<file path="config.mk">
export PLATFORM = sky130hd
export DESIGN_NAME = tgate_bus_reader
export DESIGN_NICKNAME = d
export VERILOG_FILES = /design/src/rtl/tgate_bus_reader.sv
export SDC_FILE = /design/constraint.sdc
export NUM_CORES = 1
export LEC_CHECK = 0
export CORE_UTILIZATION = 43
export DETAILED_ROUTE_END_ITERATION = 10
export PLACE_DENSITY = 0.77
export SYNTH_ARGS = -nofsm -noshare
export SYNTH_HDL_FRONTEND = slang
export SYNTH_SLANG_ARGS = --single-unit
</file>
<file path="constraint.sdc">
create_clock -name clk -period 2.2 [get_ports clk]
set_input_delay 0.55 -clock clk [delete_from_list [all_inputs] [get_ports clk]]
set_output_delay 0.55 -clock clk [all_outputs]
set_load 0.1 [all_outputs]
</file>
<file path="src/rtl/tgate_bus_reader.sv">
// tgate_bus_reader: break-before-make read sequencer for TGATE drivers sharing one net.
// Define TGATE_RD_KEEPER_EN to keep the last successfully read source selected between reads.
module tgate_bus_reader #(
    parameter int NUM_SRC    = 8,
    parameter int DATA_W     = 8,
    parameter int DEAD_CYC   = 2,
    parameter int SETTLE_CYC = 3,
    localparam int SRC_W     = (NUM_SRC > 1) ? $clog2(NUM_SRC) : 1
) (
    input  logic              clk,
    input  logic              resetb,
    input  logic              req_valid,
    input  logic [SRC_W-1:0]  req_src,
    output logic              req_ready,
    output logic [NUM_SRC-1:0] sel,
    output logic [NUM_SRC-1:0] selb,
    input  logic [DATA_W-1:0] bus_in,
    output logic              rd_valid,
    input  logic              rd_ready,
    output logic [DATA_W-1:0] rd_data,
    output logic              rd_err
);
    localparam int MAX_CYC = (DEAD_CYC > SETTLE_CYC) ? DEAD_CYC : SETTLE_CYC;
    localparam int CNT_W   = $clog2(MAX_CYC + 1);
`ifdef TGATE_RD_KEEPER_EN
    localparam bit KEEP = 1'b1;
`else
    localparam bit KEEP = 1'b0;
`endif

    typedef enum logic [1:0] {IDLE, BREAK, DRIVE, HOLD} state_t;

    state_t            state_q, state_d;
    logic [SRC_W-1:0]  src_q, src_d;
    logic [CNT_W-1:0]  cnt_q, cnt_d;
    logic [DATA_W-1:0] rd_data_q, rd_data_d;
    logic              rd_err_q, rd_err_d;
    logic              keep_vld_q, keep_vld_d;
    logic [SRC_W-1:0]  keep_idx_q, keep_idx_d;
    logic              err_req;
    logic              sel_on;
    logic [SRC_W-1:0]  sel_idx;

    assign err_req = 32'(req_src) >= NUM_SRC;

    always_comb begin
        state_d    = state_q;
        src_d      = src_q;
        cnt_d      = cnt_q;
        rd_data_d  = rd_data_q;
        rd_err_d   = rd_err_q;
        keep_vld_d = keep_vld_q;
        keep_idx_d = keep_idx_q;
        case (state_q)
            IDLE: if (req_valid) begin
                src_d     = req_src;
                rd_data_d = '0;
                rd_err_d  = err_req;
                cnt_d     = '0;
                if (err_req) begin
                    state_d = HOLD;
                end else if (KEEP && keep_vld_q && keep_idx_q == req_src) begin
                    // Same source already driving the net: no break needed.
                    state_d = DRIVE;
                    cnt_d   = CNT_W'(SETTLE_CYC - 1);
                end else begin
                    state_d = BREAK;
                    cnt_d   = CNT_W'(DEAD_CYC - 1);
                end
            end
            BREAK: if (cnt_q == '0) begin
                state_d = DRIVE;
                cnt_d   = CNT_W'(SETTLE_CYC - 1);
            end else begin
                cnt_d = cnt_q - CNT_W'(1);
            end
            DRIVE: if (cnt_q == '0) begin
                state_d    = HOLD;
                rd_data_d  = bus_in;
                keep_vld_d = 1'b1;
                keep_idx_d = src_q;
            end else begin
                cnt_d = cnt_q - CNT_W'(1);
            end
            HOLD: if (rd_ready) state_d = IDLE;
            default: state_d = IDLE;
        endcase
    end

    always_ff @(posedge clk or negedge resetb) begin
        if (!resetb) begin
            state_q    <= IDLE;
            src_q      <= '0;
            cnt_q      <= '0;
            rd_data_q  <= '0;
            rd_err_q   <= 1'b0;
            keep_vld_q <= 1'b0;
            keep_idx_q <= '0;
        end else begin
            state_q    <= state_d;
            src_q      <= src_d;
            cnt_q      <= cnt_d;
            rd_data_q  <= rd_data_d;
            rd_err_q   <= rd_err_d;
            keep_vld_q <= keep_vld_d;
            keep_idx_q <= keep_idx_d;
        end
    end

    // Selects decode straight from flopped state so reset drops them without a clock.
    always_comb begin
        sel_idx = (state_q == DRIVE) ? src_q : keep_idx_q;
        sel_on  = (state_q == DRIVE) ||
                  (KEEP && keep_vld_q && (state_q == IDLE || state_q == HOLD));
        sel     = '0;
        for (int i = 0; i < NUM_SRC; i++) sel[i] = sel_on && (sel_idx == SRC_W'(i));
    end

    assign selb      = ~sel;
    assign req_ready = state_q == IDLE;
    assign rd_valid  = state_q == HOLD;
    assign rd_data   = rd_data_q;
    assign rd_err    = rd_err_q;

`ifndef SYNTHESIS
    a_sel_onehot0: assert property (@(posedge clk) disable iff (!resetb) $onehot0(sel));
    a_selb_comp: assert property (@(posedge clk) disable iff (!resetb) selb == ~sel);
`endif
endmodule

</file>
==> results of run 1 <==
path summary, 6_finish.rpt:
check                                    endpoint  slack, ns  cells after the start
max                                       selb[1]      -0.17                      6
min                        rd_data[6]$_DFFE_PN0P_       0.53                      2
max reg2reg                  cnt_q[0]$_DFFE_PN0P_       0.35                      7
min reg2reg                rd_data[6]$_DFFE_PN0P_       0.53                      2
max in group asynchronous  state_q[1]$_DFFE_PN0P_       1.45                      2
min in group asynchronous  state_q[0]$_DFFE_PN0P_       0.55                      2
logic make-up after synthesis:
logic type	after synthesis
flip-flops	18
AND/OR/NAND/NOR	43
adder cells (fa/ha/maj)	9
other	1
buffers and inverters	21
AO/OA/AOI/OAI	9
multiplexers	17
critical path, stage by stage, from the launching register on:
cell	delay (ns)
dfrtp_1	0.41
inv_2	0.09
ha_4	0.22
mux2i_4	0.28
and2_4	0.24
nand2_2	0.08
buf_12	0.18
layout make-up:
| type | instances | area (µm²) |
|---|---|---|
| Fill cell | 139 | 425 |
| Timing Repair Buffer | 55 | 689 |
| Multi-Input combinational cell | 79 | 749 |
| Sequential cell | 18 | 453 |
| Clock buffer | 4 | 36.3 |
| Tap cell | 30 | 37.5 |
| Inverter | 17 | 63.8 |
flip-flops by register name, indices dropped and copies added, names as in the netlist:
name / cells
cnt_q: 2
keep_idx_q: 3
rd_data: 8
src_q: 3
state_q: 2
through the flow:
stage                     area (µm²)  setup TNS (ns)   util
after CTS                       1960          -0.535  0.798
after detailed placement        1780               0  0.724
final                           2030           -1.37  0.827
after global placement          1780               0  0.724
after global routing            2030           -2.23  0.827
after floorplan                 1180           -1.24      -
synth_stat cells (all sizes together):
| master | count |
|---|---|
| a21boi | 2 |
| a221o | 1 |
| and2 | 1 |
| buf | 3 |
| clkbuf | 1 |
| conb | 1 |
| dfrtp | 18 |
| ha | 9 |
| inv | 17 |
| mux2 | 6 |
| mux2i | 11 |
| nand2 | 22 |
| nand2b | 6 |
| nand3b | 1 |
| nand4 | 1 |
| nor2 | 8 |
| nor2b | 1 |
| nor3 | 2 |
| o2111ai | 1 |
| o21ai | 1 |
| o32ai | 4 |
| or3 | 1 |
what timing repair did:
action	CTS	global route
endpoints found under the setup margin	12	15
pin swaps	3	1
resized for setup	13	11
hold endpoints to repair	0	0
buffers inserted	9	2
hold buffers	0	0
layer usage:
metal  vias to the layer above  track usage  share of wire
met2                        45        0.333           0.50
met1                       484        0.272           0.42
met5                         -            0              0
met4                         0        0.132          0.027
li1                        488            -              -
met3                         6       0.0464          0.051
==> impl_metrics.csv, run 1 <==
group,metric,value,unit
global_route,grt_pass1_wl,4.19,mm
worst_hold_path,hold_class,"flop to flop",
clock_tree,htree_levels,1,
job,drv_cap,0,
finish,antenna_cells,0,
critical_path,worstPathMaxFanout,8,
synthesis,synth_fa_ha_area_frac,0.102,
routing,drt_pass1_iterations,4,
clock_tree,cts_tree,"done",
global_route,grt.overflow.total,0,
routing,drcViolationCount,0,
global_route,antenna_found_initial,0,
outcome,outcome,"finished with violations",
synthesis,synth_xor_area_frac,0,
sta,min_period,2.37,ns
critical_path,end_kind,"output port",
synthesis,synth_area,1100,µm²
routing,viasPerCell,5.04,
finish,finalNetCount,198,
clock_tree,clockBufferDepth,2,
synthesis,synth_nets,142,
synthesis,ys_seq_area_frac,0.408,
sta,layout_setup_ws,-0.171,ns
synthesis,synth_area_leaders,"dfrtp_1 41%, ha_1 10%, mux2i_1 10%",
sta,rsz0062_at_grt,"true",
sta,hold_violations,0,
floorplanning,fp.coreArea,2450,µm²
synthesis,avgSynthCellArea,9.36,µm²
sta,max_clock_freq,422,MHz
finish,stdcell_count,203,
global_route,grt_pass1_vias,957,
finish,drive_gt1_frac,0.462,
placement,io_buffer_count,40,
routing,wl_per_cell,15.7,µm
sta,slew_viol_final,0,
placement,post-place-ws,0.106,ns
critical_path,worstSetupStartpointType,"flop",
sta,timing.hold.ws,0.529,ns
critical_path,worstSetupStartpoint,"state_q[0]$_DFFE_PN0P_",
synthesis,synth_top_family_by_area,"simple AND/OR/NAND/NOR gates",
placement,hpwl,1.89,mm
placement,finalWeightedCongestion,0.807,
clock_tree,clk_latency,0.31,ns
synthesis,synth_top_area_cell,"dfrtp_1",
floorplanning,io_pins,42,
synthesis,synth_compound_area_frac,0.0668,
critical_path,path_class,"flop to output port",
routing,wl,3.18,mm
outcome,failed_checks,"setup timing",
finish,syn_to_final_growth,83.7,%
floorplanning,die-area,2780,µm²
global_route,grt_max_degree,19,
routing,num_vias,1023,
floorplanning,fp.dieW,52.7,µm
sta,finalClockSkew,0.0101,ns
floorplanning,start_util,0.450,
floorplanning,fp.dieH,52.7,µm
clock_tree,clock_sinks,18,
synthesis,yosysWarnings,0,
synthesis,synth-seq-cells,18,
synthesis,netlist_instances,118,
finish,final_cell_mix,"21 x buf_4, 19 x buf_12, 16 x inv_1, 16 x dfrtp_1, 14 x clkdlybuf4s50_1",
routing,ant_nets,0,
finish,layout_commonest_cell,"buf_4",
sta,setup_violations,13,
synthesis,synth_top_cell_area_share,0.408,
critical_path,rr_startpoint,"state_q[1]$_DFFE_PN0P_",
clock_tree,clk_pin_slew,0.10,ns
global_route,grt_use_total,0.216,
critical_path,crit_required,1.65,ns
synthesis,synthSimpleGateAreaFrac,0.174,
clock_tree,cts_made_buffers,3,
synthesis,synth_cell_type_count,23,
synthesis,synth.area.mux_share,0.161,
sta,fin_crit_sh,1.08,
routing,initialDrtViolationCount,17,
placement,dp.cells,188,
floorplanning,fp-row-count,18,
clock_tree,cts-root-buf,"clkbuf_4",
critical_path,arrival,1.82,ns
worst_hold_path,holdCritStartpoint,"rd_data[6]$_DFFE_PN0P_",
Power of run 1 is not shown: default switching activity piles up to over one toggle a cycle in this logic, so the estimate is an artifact.
==> run 2: changes to the inputs <==
- CAP_MARGIN: unset -> 20
- clock period: 2.2 -> 2.4 ns (I/O delays scaled with it)
==> run 2 against run 1 <==
  * The flow now finishes without violations
  * Via count decreased by 3.5%
  * Register-to-register slack improved by 0.31 ns
  * Critical path depth decreased by 1
  * Clock skew decreased by 0.0095 ns
  * Critical path type unchanged
  * Hold slack got worse by 0.013 ns
  * Non-clock buffer count decreased by 7
  * Sequential cell count unchanged
==> impl_metrics.csv, run 2 (synthesis gave the netlist of run 1 again) <==
group,metric,value,unit
outcome,outcome,"finished clean",
critical_path,cpMostUsedCell,"buf_12",
clock_tree,cts_tree,"done",
sta,max_clock_freq,428,MHz
sta,layout_setup_ws,0.0618,ns
floorplanning,io_pins,42,
floorplanning,fp.dieW,52.7,µm
critical_path,rr_worst_depth,6,
finish,nFillCells,173,
finish,multi_input_area,638,µm²
placement,post-place-ws,0.145,ns
critical_path,path_depth,5,
critical_path,rr_startpoint,"state_q[1]$_DFFE_PN0P_",
routing,viasPerCell,5.06,
critical_path,crit_required,1.80,ns
global_route,grt_max_degree,19,
critical_path,path_class,"flop to output port",
clock_tree,clk_pin_slew,0.09,ns
clock_tree,clk_latency,0.28,ns
finish,finalNetCount,191,
critical_path,arrival,1.74,ns
job,drv_cap,0,
sta,setup_violations,0,
routing,initialDrtViolationCount,19,
critical_path,worstPathMaxFanout,5,
sta,tns,0,ns
critical_path,crit_slowest_cell,"dfrtp_1",
routing,drt_pass1_iterations,4,
global_route,grt.overflow.total,0,
finish,drive_gt1_frac,0.345,
floorplanning,fp.dieH,52.7,µm
routing,wl_per_cell,13.3,µm
placement,io_buffer_count,40,
clock_tree,clockBufferDepth,2,
floorplanning,fp.coreArea,2450,µm²
clock_tree,cts_made_buffers,3,
critical_path,reg2reg_slack,0.66,ns
routing,num_vias,987,
clock_tree,clock_sinks,18,
sta,hold_violations,0,
critical_path,crit_path_cell_trace,"ha_4 -> buf_12 -> o32ai_1 -> nand2_1 -> buf_12",
sta,slew_viol_final,0,
placement,finalWeightedCongestion,0.833,
clock_tree,cts-root-buf,"clkbuf_4",
sta,fin_crit_sh,0.974,
finish,final_cell_mix,"21 x nand2_1, 18 x dfrtp_1, 18 x buf_12",
sta,finalClockSkew,0.000571,ns
routing,wl,2.59,mm
placement,hpwl,2.09,mm
finish,largest_reg_flops,8,
routing,ant_nets,0,
finish,utilization,0.747,
sta,rsz0062_at_grt,"true",
critical_path,critPathBufInv,2,
global_route,grt_pass1_wl,4.13,mm
finish,register_area,450,µm²
critical_path,r2r-end,"rd_data[4]$_DFFE_PN0P_",
critical_path,max_stage_delay,0.46,ns
critical_path,worstSetupStartpoint,"state_q[1]$_DFFE_PN0P_",
global_route,grt_use_total,0.205,
critical_path,end_kind,"output port",
global_route,antenna_found_initial,0,
routing,drcViolationCount,0,
critical_path,path_delay_family,"flip-flops",
critical_path,worstSetupStartpointType,"flop",
finish,antenna_cells,0,
floorplanning,start_util,0.450,
finish,syn_to_final_growth,65.9,%
finish,layout_commonest_cell,"nand2_1",
clock_tree,htree_levels,1,
worst_hold_path,hold_class,"flop to flop",
global_route,grt_pass1_vias,941,
critical_path,crit_end,"selb[1]",
sta,timing.hold.ws,0.516,ns
floorplanning,die-area,2780,µm²
sta,min_period,2.34,ns
floorplanning,fp-row-count,18,
-- run 2: cell types whose count changed in the layout (fill, tap and decap cells not counted), moves of 2 or more --
| cell | change |
|---|---|
| nand2_1 | +8 |
| buf_4 | -5 |
| nand2_2 | -4 |
| nor2_2 | -4 |
| nand2_4 | -3 |
| nor2_1 | +3 |
| dfrtp_1 | +2 |
| dfrtp_2 | -2 |
| nor3_2 | +2 |
| nor3_4 | -2 |
| o32ai_4 | -2 |
-- run 2: timing repair --
item                                    4_1_cts  5_1_grt
setup buffers                                 0        3
hold buffers                                  0        0
endpoints found under the setup margin       15        9
resized for setup                             3        8
pin swaps                                     0        1
-- run 2: layer usage --
metal  global-route usage  vias to the layer above  wire, µm  part of all wire
li1                     -                      477         -                 -
met2                0.359                       32      1430              0.55
met4               0.0658                        0        13            0.0050
met5                    0                        -         0                 0
met3               0.0203                        2        92             0.036
met1                0.260                      476      1050              0.41
-- run 2: worst reg2reg max path, cell delays in order, from the launching register on --
cell      delay (ns)
dfrtp_1         0.45
inv_1           0.13
ha_1            0.28
nand2b_1        0.17
a21boi_0        0.21
buf_4           0.22
mux2i_1         0.20
-- run 2: through the flow --
stage                     instance area (µm²)  std cells
after floorplan                          1130        118
after global placement                   1720        189
after detailed placement                 1720        189
after CTS                                1760        192
after global routing                     1830        195
final                                    1830        195
-- run 2: area by class of cell --
cell class,instances,share of cell area
Tap cell,30,0.0205
Inverter,17,0.0348
Sequential cell,18,0.246
Multi-Input combinational cell,79,0.348
Clock buffer,3,0.0123
Timing Repair Buffer,48,0.339
-- run 2: worst min-delay path by stage --
stage / startpoint / end / slack (ns) / cells after the start
final: cnt_q[0]$_DFFE_PN0P_ / cnt_q[0]$_DFFE_PN0P_ / 0.52 / 1
after global routing: rd_data[1]$_DFFE_PN0P_ / rd_data[1]$_DFFE_PN0P_ / 0.54 / 2
after CTS: cnt_q[0]$_DFFE_PN0P_ / cnt_q[0]$_DFFE_PN0P_ / 0.52 / 1
after detailed placement: cnt_q[0]$_DFFE_PN0P_ / cnt_q[0]$_DFFE_PN0P_ / 0.50 / 1
after global placement: cnt_q[0]$_DFFE_PN0P_ / cnt_q[0]$_DFFE_PN0P_ / 0.49 / 1
after floorplan: resetb / cnt_q[0]$_DFFE_PN0P_ / 0.30 / 0
Power of run 2 is left out for the same reason.
